`config.mk`:
```
export PLATFORM = sky130hd
export DESIGN_NAME = divider_seq_flat
export DESIGN_NICKNAME = d
export VERILOG_FILES = /design/src/rtl/divider_seq_if.sv /design/src/rtl/divider_seq.sv /design/src/flat_wrapper.sv
export SDC_FILE = /design/constraint.sdc
export NUM_CORES = 1
export LEC_CHECK = 0
export CAP_MARGIN = 10
export CORE_ASPECT_RATIO = 0.6
export CORE_MARGIN = 10
export CORE_UTILIZATION = 35
export CTS_CLUSTER_DIAMETER = 200
export DETAILED_ROUTE_END_ITERATION = 16
export SYNTH_ARGS = -nofsm -noshare
export SYNTH_HDL_FRONTEND = slang
export SYNTH_SLANG_ARGS = --single-unit
export TNS_END_PERCENT = 100
```
`constraint.sdc`:
```
create_clock -name clk -period 2.7 [get_ports clk]
set_clock_uncertainty 0.15 [all_clocks]
set_input_delay 0.405 -clock clk [delete_from_list [all_inputs] [get_ports clk]]
set_output_delay 0.405 -clock clk [all_outputs]
set_load 0.03 [all_outputs]
```
`src/rtl/divider_seq_if.sv`:
```
// Request/result bundle for the sequential restoring divider.
// A request is taken only while the divider is idle and start=1; done pulses one cycle when results are valid.
interface divider_seq_if #(
    parameter int WIDTH = 32
);
    logic             start;
    logic [WIDTH-1:0] dataA;
    logic [WIDTH-1:0] dataB;
    logic             busy;
    logic             done;
    logic [WIDTH-1:0] quotient;
    logic [WIDTH-1:0] remainder;
    logic             divByZero;
    logic [1:0]       state;

    modport master (
        output start, dataA, dataB,
        input  busy, done, quotient, remainder, divByZero, state
    );

    modport slave (
        input  start, dataA, dataB,
        output busy, done, quotient, remainder, divByZero, state
    );
endinterface

```
`src/rtl/divider_seq.sv`:
```
// Unsigned restoring divider: one quotient bit per cycle, WIDTH cycles per operation.
// A zero divisor skips the iteration and reports all-ones / dividend with divByZero set.
module divider_seq #(
    parameter int WIDTH = 32
) (
    input  logic            clk,
    input  logic            rst,
    divider_seq_if.slave    bus
);
    localparam int CNT_W = $clog2(WIDTH + 1);
    localparam logic [CNT_W-1:0] LAST_STEP = CNT_W'(WIDTH - 1);

    typedef enum logic [1:0] {
        IDLE = 2'd0,
        RUN  = 2'd1,
        DONE = 2'd2
    } state_t;

    state_t           state;
    logic [CNT_W-1:0] cnt;
    logic [WIDTH-1:0] divisor;
    logic [WIDTH-1:0] q;
    logic [WIDTH:0]   r;
    logic             busy_r;
    logic             done_r;
    logic             dbz_r;
    logic [WIDTH-1:0] quo_r;
    logic [WIDTH-1:0] rem_r;

    logic [WIDTH:0]   r_shift;
    logic [WIDTH:0]   diff;
    logic             q_bit;
    logic [WIDTH:0]   r_next;
    logic [WIDTH-1:0] q_next;

    // Trial subtraction as R' + ~divisor + 1; a clear top bit means the divisor fits.
    always_comb begin
        r_shift = {r[WIDTH-1:0], q[WIDTH-1]};
        diff    = r_shift + ~{1'b0, divisor} + {{WIDTH{1'b0}}, 1'b1};
        q_bit   = ~diff[WIDTH];
        r_next  = q_bit ? diff : r_shift;
        q_next  = {q[WIDTH-2:0], q_bit};
    end

    always_ff @(posedge clk) begin
        if (rst) begin
            state   <= IDLE;
            cnt     <= '0;
            divisor <= '0;
            q       <= '0;
            r       <= '0;
            busy_r  <= 1'b0;
            done_r  <= 1'b0;
            dbz_r   <= 1'b0;
            quo_r   <= '0;
            rem_r   <= '0;
        end else begin
            case (state)
                IDLE: begin
                    if (bus.start) begin
                        divisor <= bus.dataB;
                        q       <= bus.dataA;
                        r       <= '0;
                        cnt     <= '0;
                        if (bus.dataB != '0) begin
                            state  <= RUN;
                            busy_r <= 1'b1;
                        end else begin
                            state  <= DONE;
                            done_r <= 1'b1;
                            quo_r  <= '1;
                            rem_r  <= bus.dataA;
                            dbz_r  <= 1'b1;
                        end
                    end
                end
                RUN: begin
                    r   <= r_next;
                    q   <= q_next;
                    cnt <= cnt + CNT_W'(1);
                    if (cnt == LAST_STEP) begin
                        state  <= DONE;
                        busy_r <= 1'b0;
                        done_r <= 1'b1;
                        quo_r  <= q_next;
                        rem_r  <= r_next[WIDTH-1:0];
                        dbz_r  <= 1'b0;
                    end
                end
                DONE: begin
                    state  <= IDLE;
                    done_r <= 1'b0;
                end
                default: begin
                    state  <= IDLE;
                    busy_r <= 1'b0;
                    done_r <= 1'b0;
                end
            endcase
        end
    end

    assign bus.busy      = busy_r;
    assign bus.done      = done_r;
    assign bus.quotient  = quo_r;
    assign bus.remainder = rem_r;
    assign bus.divByZero = dbz_r;
    assign bus.state     = state;
endmodule
```
`src/flat_wrapper.sv`:
```
// flat-port wrapper written by rule: the top's interface ports become plain ports
module divider_seq_flat 
#(
    parameter int WIDTH = 32
)
  (clk, rst, bus_start, bus_dataA, bus_dataB, bus_busy, bus_done, bus_quotient, bus_remainder, bus_divByZero, bus_state);
  divider_seq_if #(.WIDTH(WIDTH)) bus_i ();
  input  logic clk;
  input  logic rst;
  input wire logic [$bits(bus_i.start)-1:0] bus_start;
  input wire logic [$bits(bus_i.dataA)-1:0] bus_dataA;
  input wire logic [$bits(bus_i.dataB)-1:0] bus_dataB;
  output wire logic [$bits(bus_i.busy)-1:0] bus_busy;
  output wire logic [$bits(bus_i.done)-1:0] bus_done;
  output wire logic [$bits(bus_i.quotient)-1:0] bus_quotient;
  output wire logic [$bits(bus_i.remainder)-1:0] bus_remainder;
  output wire logic [$bits(bus_i.divByZero)-1:0] bus_divByZero;
  output wire logic [$bits(bus_i.state)-1:0] bus_state;
  assign bus_i.start = bus_start;
  assign bus_i.dataA = bus_dataA;
  assign bus_i.dataB = bus_dataB;
  assign bus_busy = bus_i.busy;
  assign bus_done = bus_i.done;
  assign bus_quotient = bus_i.quotient;
  assign bus_remainder = bus_i.remainder;
  assign bus_divByZero = bus_i.divByZero;
  assign bus_state = bus_i.state;
  divider_seq #(.WIDTH(WIDTH)) u_core (.clk(clk), .rst(rst), .bus(bus_i));
endmodule
```
==> results of run 1 <==
## power by group through the flow
stage	Combinational, mW	Clock (mW)	Sequential (mW)
floorplan	6.88	0	3.40
global placement	11.4	0	3.30
detailed placement	11.4	0	3.30
CTS	14.6	2.85	3.27
global route	17.1	2.96	3.33
finish	16.2	2.84	3.30
## synthesized netlist by cell type (all sizes together), types with 3 or more instances
cell type and count:
nand3 7, a31o 3, nor4 10, nand2b 5, o31ai 5, o221ai 8
a21o 19, o221a 32, or3 8, mux2i 26, clkbuf 69, nand2 213
a311oi 34, a21oi 84, a2111oi 3, and4 13, nor2 78, nor3 21
inv 37, a31oi 18, o211ai 9, o21a 4, and2 4, and3 7
nand4 14, ha 33, a211oi 7, xnor2 12, dfxtp 171, o21ai 68
a32oi 3, buf 9, xor2 15
## metrics by stage
stage | TNS (ps) | hold slack, ps | worst slack [ps] | area [sq um] | util, %
CTS | -15250 | 131 | -352 | 12900 | 52.7
global route | -21220 | 137 | -443 | 13200 | 54.3
global placement | -33810 | 294 | -483 | 11800 | 48.3
floorplan | -5350 | 286 | -138 | 8890 | -
finish | -16830 | 150 | -393 | 13200 | 54.3
detailed placement | -36980 | 296 | -514 | 11800 | 48.3
## final cells by class
type                       count  area [sq um]
tap                          322           403
clock inverter                13           214
inverter                      37           139
fill                        2253         11100
sequential                   171          3440
clock buffer                  19           453
multi-input combinational    790          5520
timing repair buffer         334          3070
## how the worst min path moves through the flow
stage / from / endpoint / slack, ps / cells after the start
after floorplan: u_core.divisor[10]$_SDFFE_PP0P_ / u_core.divisor[10]$_SDFFE_PP0P_ / 290 / 2
after global placement: u_core.divisor[31]$_SDFFE_PP0P_ / u_core.divisor[31]$_SDFFE_PP0P_ / 290 / 2
after detailed placement: u_core.divisor[24]$_SDFFE_PP0P_ / u_core.divisor[24]$_SDFFE_PP0P_ / 300 / 2
after CTS: rst / u_core.q[30]$_SDFFE_PP0P_ / 130 / 2
after global routing: rst / u_core.q[30]$_SDFFE_PP0P_ / 140 / 2
final: rst / u_core.q[30]$_SDFFE_PP0P_ / 150 / 2
## registers in the layout (all words and copies together) (netlist names)
signal / count
u_core.bus.remainder: 32
u_core.bus.state: 2
u_core.r: 32
u_core.q: 32
u_core.divisor: 32
u_core.bus.busy: 1
u_core.bus.done: 1
u_core.cnt: 6
u_core.bus.quotient: 32
u_core.bus.divByZero: 1
## per-layer routing
layer / wire length (microns) / vias up / global-route usage (%)
met3: 2110 / 31 / 4.47
met4: 408 / 0 / 4.28
met5: 0 / - / 0
li1: - / 4454 / -
met1: 15400 / 4409 / 27.2
met2: 14000 / 304 / 28.8
## logic make-up after synthesis
kind of cell / Yosys count / share of synthesized area, %
buffers and inverters: 115 / 5.35
AOI/OAI and AO/OA: 313 / 25.0
adders and majority gates: 34 / 4.94
and+or+nand+nor: 388 / 19.5
xor gates and xnor gates: 27 / 2.91
muxes: 28 / 3.27
DFF: 171 / 39.1
## worst reg2reg max path, stage by stage, from the launching register on
cell and delay (ps):
dfxtp_2 330, inv_1 50, ha_4 260, nand4_1 130
or4_4 510, o221a_1 260, o211ai_2 110, a21oi_4 120
xnor2_4 200, buf_4 190, buf_16 130, or3_1 320
a31o_2 240
## timing repair
action	in CTS	in global routing
gates resized for setup	62	59
pin swaps	16	23
setup endpoints to repair	66	98
buffers inserted	7	7
gates cloned	3	1
==> qor.csv, run 1 <==
stage;metric;value;unit
cts;root_buffer;clkbuf_16;
worst_setup_path;crit_family;simple AND/OR/NAND/NOR gates;
synthesis;synth_area_leaders;dfxtp_1 (39%), nand2_1 (9.1%), a21oi_1 (4.7%), ha_1 (4.7%), o221a_2 (4.0%);
job;max_cap_viol_count;0;
global_routing;grt_pass1_wl;49200;microns
sta;rsz0062_at_grt;yes;
worst_setup_path;rr_endpoint;u_core.bus.remainder[22]$_SDFFE_PP0P_;
power_and_ir_drop;p_sw;9.24;mW
worst_setup_path;cp_slowest_cell;or4_4;
worst_setup_path;critical_path_peak_fanout;5;
die;core_area;24400;sq um
die;die_area;32000;sq um
global_routing;antenna_found_initial;0;
worst_setup_path;path_cells;inv_1 -> ha_4 -> nand4_1 -> or4_4 -> o221a_1 -> o211ai_2 -> a21oi_4 -> xnor2_4 -> buf_4 -> buf_16 -> or3_1 -> a31o_2;
power_and_ir_drop;clockPowerShare;12.7;%
synthesis;synthesis.nets;1177;
global_routing;grtUsageTotal;19.2;%
power_and_ir_drop;seqPwrFrac;14.8;%
sta;fin_crit_sh;115;%
synthesis;synth_edf_count;0;
cts;cts_max_path_buffers;2;
final_layout;stdcell_count;1686;
routing;wire_per_inst;18.9;microns
power_and_ir_drop;p_int;13.1;mW
routing;ant_nets;0;
routing;first_pass_iters;5;
cts;cts_buffers;17;
worst_setup_path;cp.arrival;3280;ps
synthesis;syn_inst;1076;
power_and_ir_drop;sw_frac_of_total;41.4;%
synthesis;synth_top_area_share;39.1;%
sta;worst_pin_slew;693;ps
worst_setup_path;max_stage_delay;510;ps
final_layout;final_cell_mix;nand2_1 (209), buf_4 (177), dfxtp_1 (154), clkdlybuf4s50_1 (133), nor2_1 (77);
synthesis;synth_ff_type;dfxtp_1;
cts;postCtsHoldBufs;0;
final_layout;nets;1452;
die;start_util;35.9;%
worst_setup_path;path_buf_inv;3;
sta;clock.fmax;323;MHz
cts;cts_sinks;171;
power_and_ir_drop;p_total;22.3;mW
placement;hpwl;23400;microns
final_layout;drive_above_1_share;27.6;%
routing;viasPerCell;5.46;
die;rows;44;
status;status;complete, but fails checks;
cts;clk_pin_slew_worst_paths;70;ps
synthesis;avgSynthCellArea;8.15;sq um
sta;hold_violations;0;
routing;vias;9198;
synthesis;synth.distinct_cells;61;
power_and_ir_drop;power_density;1690;nW/um^2
sta;min_period;3090;ps
cts;cts_tree;done;
routing;drt-total-wl;31900;microns
worst_setup_path;crit_path_end;u_core.bus.remainder[22]$_SDFFE_PP0P_;
routing;drc;0;
synthesis;ys_ff_latch;171;
synthesis;async_reset_ff_share;0;%
synthesis;ys_seq_area_share;39.1;%
die;io_pins;136;
power_and_ir_drop;power_leakage;5.27;nW
worst_setup_path;rrSetupSlack;-390;ps
worst_hold_path;hp-class;input pin to register;
worst_setup_path;crit_start;u_core.divisor[12]$_SDFFE_PP0P_;
sta;fin_ws;-393;ps
final_layout;antenna_cells;0;
synthesis;synth_area;8770;sq um
worst_setup_path;timing.rr.start;u_core.divisor[12]$_SDFFE_PP0P_;
global_routing;first_global_vias;8708;
worst_setup_path;crit_type;register to register;
die;fp.dieH;143;microns
final_layout;area_growth;51.1;%
global_routing;grt_overflow;0;
worst_setup_path;required;2890;ps
sta;setup_viol;66;
final_layout;final_common_cell;nand2_1;
synthesis;yosysWarningCount;0;
routing;drtIter0Drc;790;
worst_setup_path;cp-start-kind;register;
die;die_width;224;microns
power_and_ir_drop;comb_power_share;72.5;%
sta;slew_headroom;53.3;%
sta;maxSlewViolCount;0;
placement;placed_cells;1636;
worst_setup_path;crit_cells;12;
placement;place_congestion;0.905;
placement;numPortBuffers;135;
synthesis;synth_top_area_cell;dfxtp_1;
status;violations;setup timing;
worst_setup_path;crit_path_end_kind;register;
global_routing;grt_max_degree;85;
power_and_ir_drop;vdd_ir_drop_max;1.31;mV
worst_setup_path;worst-r2r-cell-count;12;
cts;htreeDepth;4;
cts;clock_latency;450;ps
No activity file was read; power rests on OpenSTA's default activity.
==> inputs of run 2 (changes only) <==
Settings changed: CORE_ASPECT_RATIO 0.6 to 1.4, RECOVER_POWER set to 100.
==> qor.csv, run 2 (synthesized netlist as in run 1, its figures left out) <==
stage;metric;value;unit;change
final_layout;area_growth;47.0;%;
placement;hpwl;23500;microns;+0.69%
global_routing;antenna_found_initial;0;;unchanged
die;die_width;154;microns;-31%
global_routing;grt_use_met2;32.2;%;+3.5 points
sta;worst_pin_slew;978;ps;+284 ps
worst_setup_path;critical_path_peak_fanout;4;;-1
worst_setup_path;crit_start;u_core.r[14]$_SDFFE_PP0P_;;
cts;cts_sinks;171;;unchanged
die;die_area;31900;sq um;-0.37%
sta;slew_headroom;34.8;%;-18 points
worst_setup_path;required;2890;ps;about the same
cts;cts_max_path_buffers;2;;unchanged
global_routing;first_global_vias;8853;;+1.7%
sta;clock.fmax;330;MHz;+2.0%
global_routing;grt_overflow;0;;unchanged
worst_setup_path;crit_path_end_kind;register;;
status;violations;setup timing;;
die;start_util;35.5;%;-0.42 points
routing;drtIter0Drc;490;;-38%
routing;vias;8874;;-3.5%
cts;root_buffer;clkbuf_16;;
placement;dp_slack;-769;ps;-255 ps
worst_setup_path;timing.rr.start;u_core.r[14]$_SDFFE_PP0P_;;
sta;hold_violations;0;;unchanged
worst_setup_path;crit_type;register to register;;
sta;setup_viol;67;;+1.5%
die;rows;68;;+55%
global_routing;grt_max_degree;71;;-16%
die;io_pins;136;;unchanged
routing;first_pass_iters;5;;unchanged
cts;cts_buffers;17;;unchanged
power_and_ir_drop;vdd_ir_drop_max;1.03;mV;-21%
cts;postCtsHoldBufs;0;;unchanged
power_and_ir_drop;power_leakage;5.35;nW;+1.6%
sta;fin_crit_sh;112;%;-2.3 points
sta;min_period;3030;ps;-61.7 ps
global_routing;grtUsageMet1;22.1;%;-5.1 points
final_layout;nets;1451;;-0.069%
global_routing;grt-busiest-layer;met2;;
worst_setup_path;cp-start-kind;register;;
sta;setup_tns;-14640;ps;+2180 ps
worst_setup_path;cp.arrival;3220;ps;-60 ps
status;status;complete, but fails checks;;
global_routing;grtUsageTotal;18.6;%;-0.60 points
power_and_ir_drop;power_density;1590;nW/um^2;-5.5%
cts;cts_tree;done;;
placement;numPortBuffers;135;;unchanged
routing;drc;0;;unchanged
cts;htreeDepth;4;;unchanged
die;core_area;24700;sq um;+1.2%
sta;fin_ws;-331;ps;+61.7 ps
cts;clock_latency;440;ps;about the same
routing;viasPerCell;5.29;;-3.1%
job;max_cap_viol_count;0;;unchanged
global_routing;grt_pass1_wl;48700;microns;-1.1%
placement;place_congestion;0.890;;-1.6%
final_layout;antenna_cells;0;;unchanged
final_layout;final_common_cell;nand2_1;;
worst_hold_path;hold_path_startpoint;bus_dataB[30];;
cts;clk_pin_slew_worst_paths;70;ps;about the same
routing;ant_nets;0;;unchanged
die;fp.dieH;207;microns;+45%
routing;drt-total-wl;30700;microns;-4.0%
sta;rsz0062_at_grt;yes;;
final_layout;final_cell_mix;nand2_1 (209), buf_4 (171), dfxtp_1 (154), nor2_1 (77), a21oi_1 (74);;
sta;maxSlewViolCount;0;;unchanged
sta;whs;220;ps;+70.0 ps
routing;wire_per_inst;18.3;microns;-3.6%
final_layout;drive_above_1_share;27.4;%;-0.20 points
global_routing;grt_util_met3;3.57;%;-0.90 points
worst_hold_path;hp-class;input pin to register;;
==> run 2: changes by cell type in the layout (fill, tap and decap cells not counted), sizes merged <==
| cell | previous run | this run |
|---|---|---|
| clkdlybuf4s50 | 133 | 64 |
| dlygate4sd3 | 0 | 69 |
| bufinv | 5 | 0 |
| clkbuf | 20 | 25 |
| buf | 199 | 195 |
| clkinvlp | 2 | 6 |
| clkinv | 4 | 2 |
| inv | 39 | 40 |
==> run 2: metrics by stage <==
stage	total power, mW	util (%)	cells	area, sq um
final	20.5	52.2	1678	12900
after global routing	21.7	52.2	1678	12900
after CTS	19.6	51.5	1673	12700
after detailed placement	15.4	47.9	1636	11800
after global placement	15.3	47.9	1636	11800
after floorplan	10.3	-	1076	8890
==> run 2: cell type report <==
cell class              count  area, sq um
clock buffers              21          470
well taps                 315          394
clock inverters            11         87.6
multi-input cells         790         5390
fillers                  2313        11800
flip-flops and latches    171         3440
repair buffers            333         2960
inverters                  37          139
==> run 2: worst paths after layout <==
path	endpoint	slack, ps	depth (start not counted)
hold reg to reg	u_core.divisor[18]$_SDFFE_PP0P_	300	2
hold / removal	u_core.divisor[30]$_SDFFE_PP0P_	220	4
setup / recovery	u_core.r[30]$_SDFFE_PP0P_	-330	11
setup reg to reg	u_core.r[30]$_SDFFE_PP0P_	-330	11
==> run 2: what timing repair did <==
item / 4_1_cts / 5_1_grt
resized for setup: 71 / 51
cloned: 2 / 0
setup endpoints to repair: 98 / 88
pin swaps: 19 / 24
setup buffers: 4 / 9
==> run 2: power by group <==
group / internal [mW] / leakage, nW / switching, mW
Combinational: 7.73 / 3.69 / 7.14
Clock: 1.26 / 0.256 / 1.09
Sequential: 2.92 / 1.40 / 0.390
==> run 2: routing by layer <==
layer / vias up / share of wire (%)
met5: - / 0
met4: 0 / 2.4
met3: 39 / 4.6
met2: 204 / 50
met1: 4173 / 43
li1: 4458 / -
==> run 2: worst max-delay path, cell delays in order (launching register included) <==
cell and delay (ps):
dfxtp_2 350, ha_4 270, nand4_1 120, or4_4 560, o221a_1 250, o211ai_2 110, a21oi_4 120, xnor2_4 210
buf_6 150, buf_6 110, mux2_4 300, a22o_1 210
==> inputs of run 3 (changes only) <==
Settings changed: SKIP_CTS_REPAIR_TIMING set to 1, SKIP_LAST_GASP set to 1.
Clock period 2.7 ns to 2.5 ns, I/O delays scaled along.
==> qor.csv, run 3 (synthesized netlist as in run 1, its figures left out) <==
stage;metric;value;unit;change
worst_setup_path;cp-start-kind;register;;
placement;place_congestion;0.922;;+3.6%
power_and_ir_drop;seqPwrFrac;16.3;%;+0.2 points
final_layout;final_cell_mix;nand2_1 (209), buf_4 (188), dfxtp_1 (153), nor2_1 (76), a21oi_1 (75);;
worst_setup_path;critical_path_peak_fanout;11;;+7
cts;htreeDepth;4;;unchanged
routing;drtIter0Drc;617;;+26%
worst_setup_path;path_cells;inv_1 -> ha_4 -> nand2_2 -> or4_4 -> o221a_1 -> o211ai_2 -> a21oi_4 -> xnor2_4 -> buf_4 -> clkbuf_16 -> mux2i_1 -> buf_4 -> o21ai_1;;
die;die_area;31900;sq um;unchanged
sta;hold_violations;0;;unchanged
sta;fin_ws;-486;ps;-155 ps
routing;ant_nets;0;;unchanged
placement;placed_cells;1643;;+0.43%
global_routing;antenna_found_initial;0;;unchanged
power_and_ir_drop;vdd_ir_drop_max;1.29;mV;+25%
cts;cts_buffers;17;;unchanged
die;core_area;24700;sq um;unchanged
status;status;complete, but fails checks;;
worst_hold_path;hold_path_startpoint;bus_dataB[2];;
final_layout;area_growth;49.2;%;
final_layout;drive_above_1_share;27.7;%;+0.34 points
sta;maxSlewViolCount;0;;unchanged
power_and_ir_drop;comb_power_share;72.1;%;-0.3 points
cts;clock_latency;440;ps;about the same
worst_setup_path;cp.arrival;3150;ps;-70 ps
worst_setup_path;path_common_cell;buf_4;;
routing;drc;0;;unchanged
die;die_width;154;microns;unchanged
final_layout;stdcell_count;1690;;+0.72%
routing;first_pass_iters;5;;unchanged
die;io_pins;136;;unchanged
final_layout;antenna_cells;0;;unchanged
worst_setup_path;crit_path_end_kind;register;;
worst_setup_path;timing.rr.start;u_core.divisor[18]$_SDFFE_PP0P_;;
final_layout;nets;1466;;+1.0%
placement;hpwl;23000;microns;-2.1%
worst_setup_path;max_stage_delay;540;ps;-20 ps
sta;min_period;2990;ps;-44.8 ps
die;fp.dieH;207;microns;unchanged
global_routing;grtUsageTotal;18.3;%;-0.32 points
power_and_ir_drop;power_leakage;5.56;nW;+3.8%
sta;slew_headroom;2.89;%;-32 points
worst_setup_path;required;2670;ps;-220 ps
die;start_util;35.5;%;unchanged
worst_setup_path;crit_type;register to register;;
status;violations;setup timing;;
die;rows;68;;unchanged
routing;drt-total-wl;31100;microns;+1.3%
global_routing;first_global_vias;8764;;-1.0%
power_and_ir_drop;p_int;12.8;mW;+7.6%
sta;rsz0062_at_grt;yes;;
power_and_ir_drop;clockPowerShare;11.6;%;about the same
cts;root_buffer;clkbuf_16;;
sta;setup_viol;98;;+46%
worst_hold_path;hp-class;input pin to register;;
routing;vias;9073;;+2.2%
routing;viasPerCell;5.37;;+1.5%
sta;setup_tns;-28580;ps;-13940 ps
worst_setup_path;crit_start;u_core.divisor[18]$_SDFFE_PP0P_;;
global_routing;grt_max_degree;84;;+18%
cts;cts_max_path_buffers;2;;unchanged
routing;wire_per_inst;18.4;microns;+0.61%
power_and_ir_drop;p_total;21.9;mW;+6.6%
sta;worst_pin_slew;1460;ps;+479 ps
sta;clock.fmax;335;MHz;+1.5%
power_and_ir_drop;p_sw;9.07;mW;+5.1%
power_and_ir_drop;sw_frac_of_total;41.4;%;-0.57 points
sta;fin_crit_sh;119;%;+7.2 points
power_and_ir_drop;power_density;1670;nW/um^2;+5.0%
cts;cts_tree;done;;
cts;cts_sinks;171;;unchanged
cts;clk_pin_slew_worst_paths;60;ps;about the same
global_routing;grt_pass1_wl;47700;microns;-1.9%
final_layout;final_util;53.0;%;+0.80 points
global_routing;grt_overflow;0;;unchanged
worst_setup_path;cp_slowest_cell;or4_4;;
final_layout;final_common_cell;nand2_1;;
job;max_cap_viol_count;0;;unchanged
placement;numPortBuffers;135;;unchanged
==> run 3: cell count changes in the layout (fill, tap and decap cells not counted), sizes merged <==
| cell | delta |
|---|---|
| clkdlybuf4s50 | -11 |
| inv | -2 |
| dlygate4sd3 | +1 |
| clkinv | +3 |
| dlymetal6s2s | +10 |
| clkinvlp | -6 |
| clkbuf | +6 |
| bufinv | +1 |
| buf | +10 |
==> run 3: final timing paths <==
kind	endpoint	slack [ps]	cells after the start
max reg2reg	u_core.r[14]$_SDFFE_PP0P_	-490	13
min reg2reg	u_core.divisor[25]$_SDFFE_PP0P_	300	2
min	u_core.divisor[2]$_SDFFE_PP0P_	80	3
max	u_core.r[14]$_SDFFE_PP0P_	-490	13
==> run 3: through the flow <==
| stage | hold slack, ps | worst slack (ps) | area, sq um |
|---|---|---|---|
| floorplan | 286 | -338 | 8930 |
| global placement | 293 | -971 | 11900 |
| detailed placement | 297 | -948 | 11900 |
| CTS | 152 | -647 | 12400 |
| global route | 101 | -578 | 13100 |
| finish | 80.5 | -486 | 13100 |
==> run 3: cell type report <==
type | count | area [sq um]
fill | 2308 | 11600
multi-input combinational | 790 | 5410
sequential | 171 | 3450
timing repair buffer | 348 | 3150
clock buffer | 22 | 474
tap | 315 | 394
inverter | 37 | 139
clock inverter | 7 | 67.6
==> run 3: worst max-delay path, delay by kind of cell (launching register included) <==
family	cells	cell delay [ps]
buffers and inverters	4	580
multiplexers	1	190
AND/OR/NAND/NOR	2	600
adder cells (fa/ha/maj)	1	280
AO/OA/AOI/OAI	4	510
flip-flops	1	330
XOR/XNOR	1	210
==> run 3: power by group through the flow <==
stage / sequential (mW) / clock [mW] / combinational (mW)
6_report: 3.57 / 2.53 / 15.8
5_1_grt: 3.61 / 2.66 / 16.8
4_1_cts: 3.54 / 2.56 / 12.8
3_5_place_dp: 3.59 / 0 / 12.7
3_3_place_gp: 3.60 / 0 / 12.6
2_1_floorplan: 3.68 / 0 / 7.55
==> run 3: layer usage <==
| layer | GRT usage [%] | routed length, microns |
|---|---|---|
| met3 | 3.50 | 1720 |
| met2 | 31.0 | 15500 |
| met4 | 7.20 | 809 |
| met5 | 0 | 0 |
| met1 | 22.1 | 13000 |
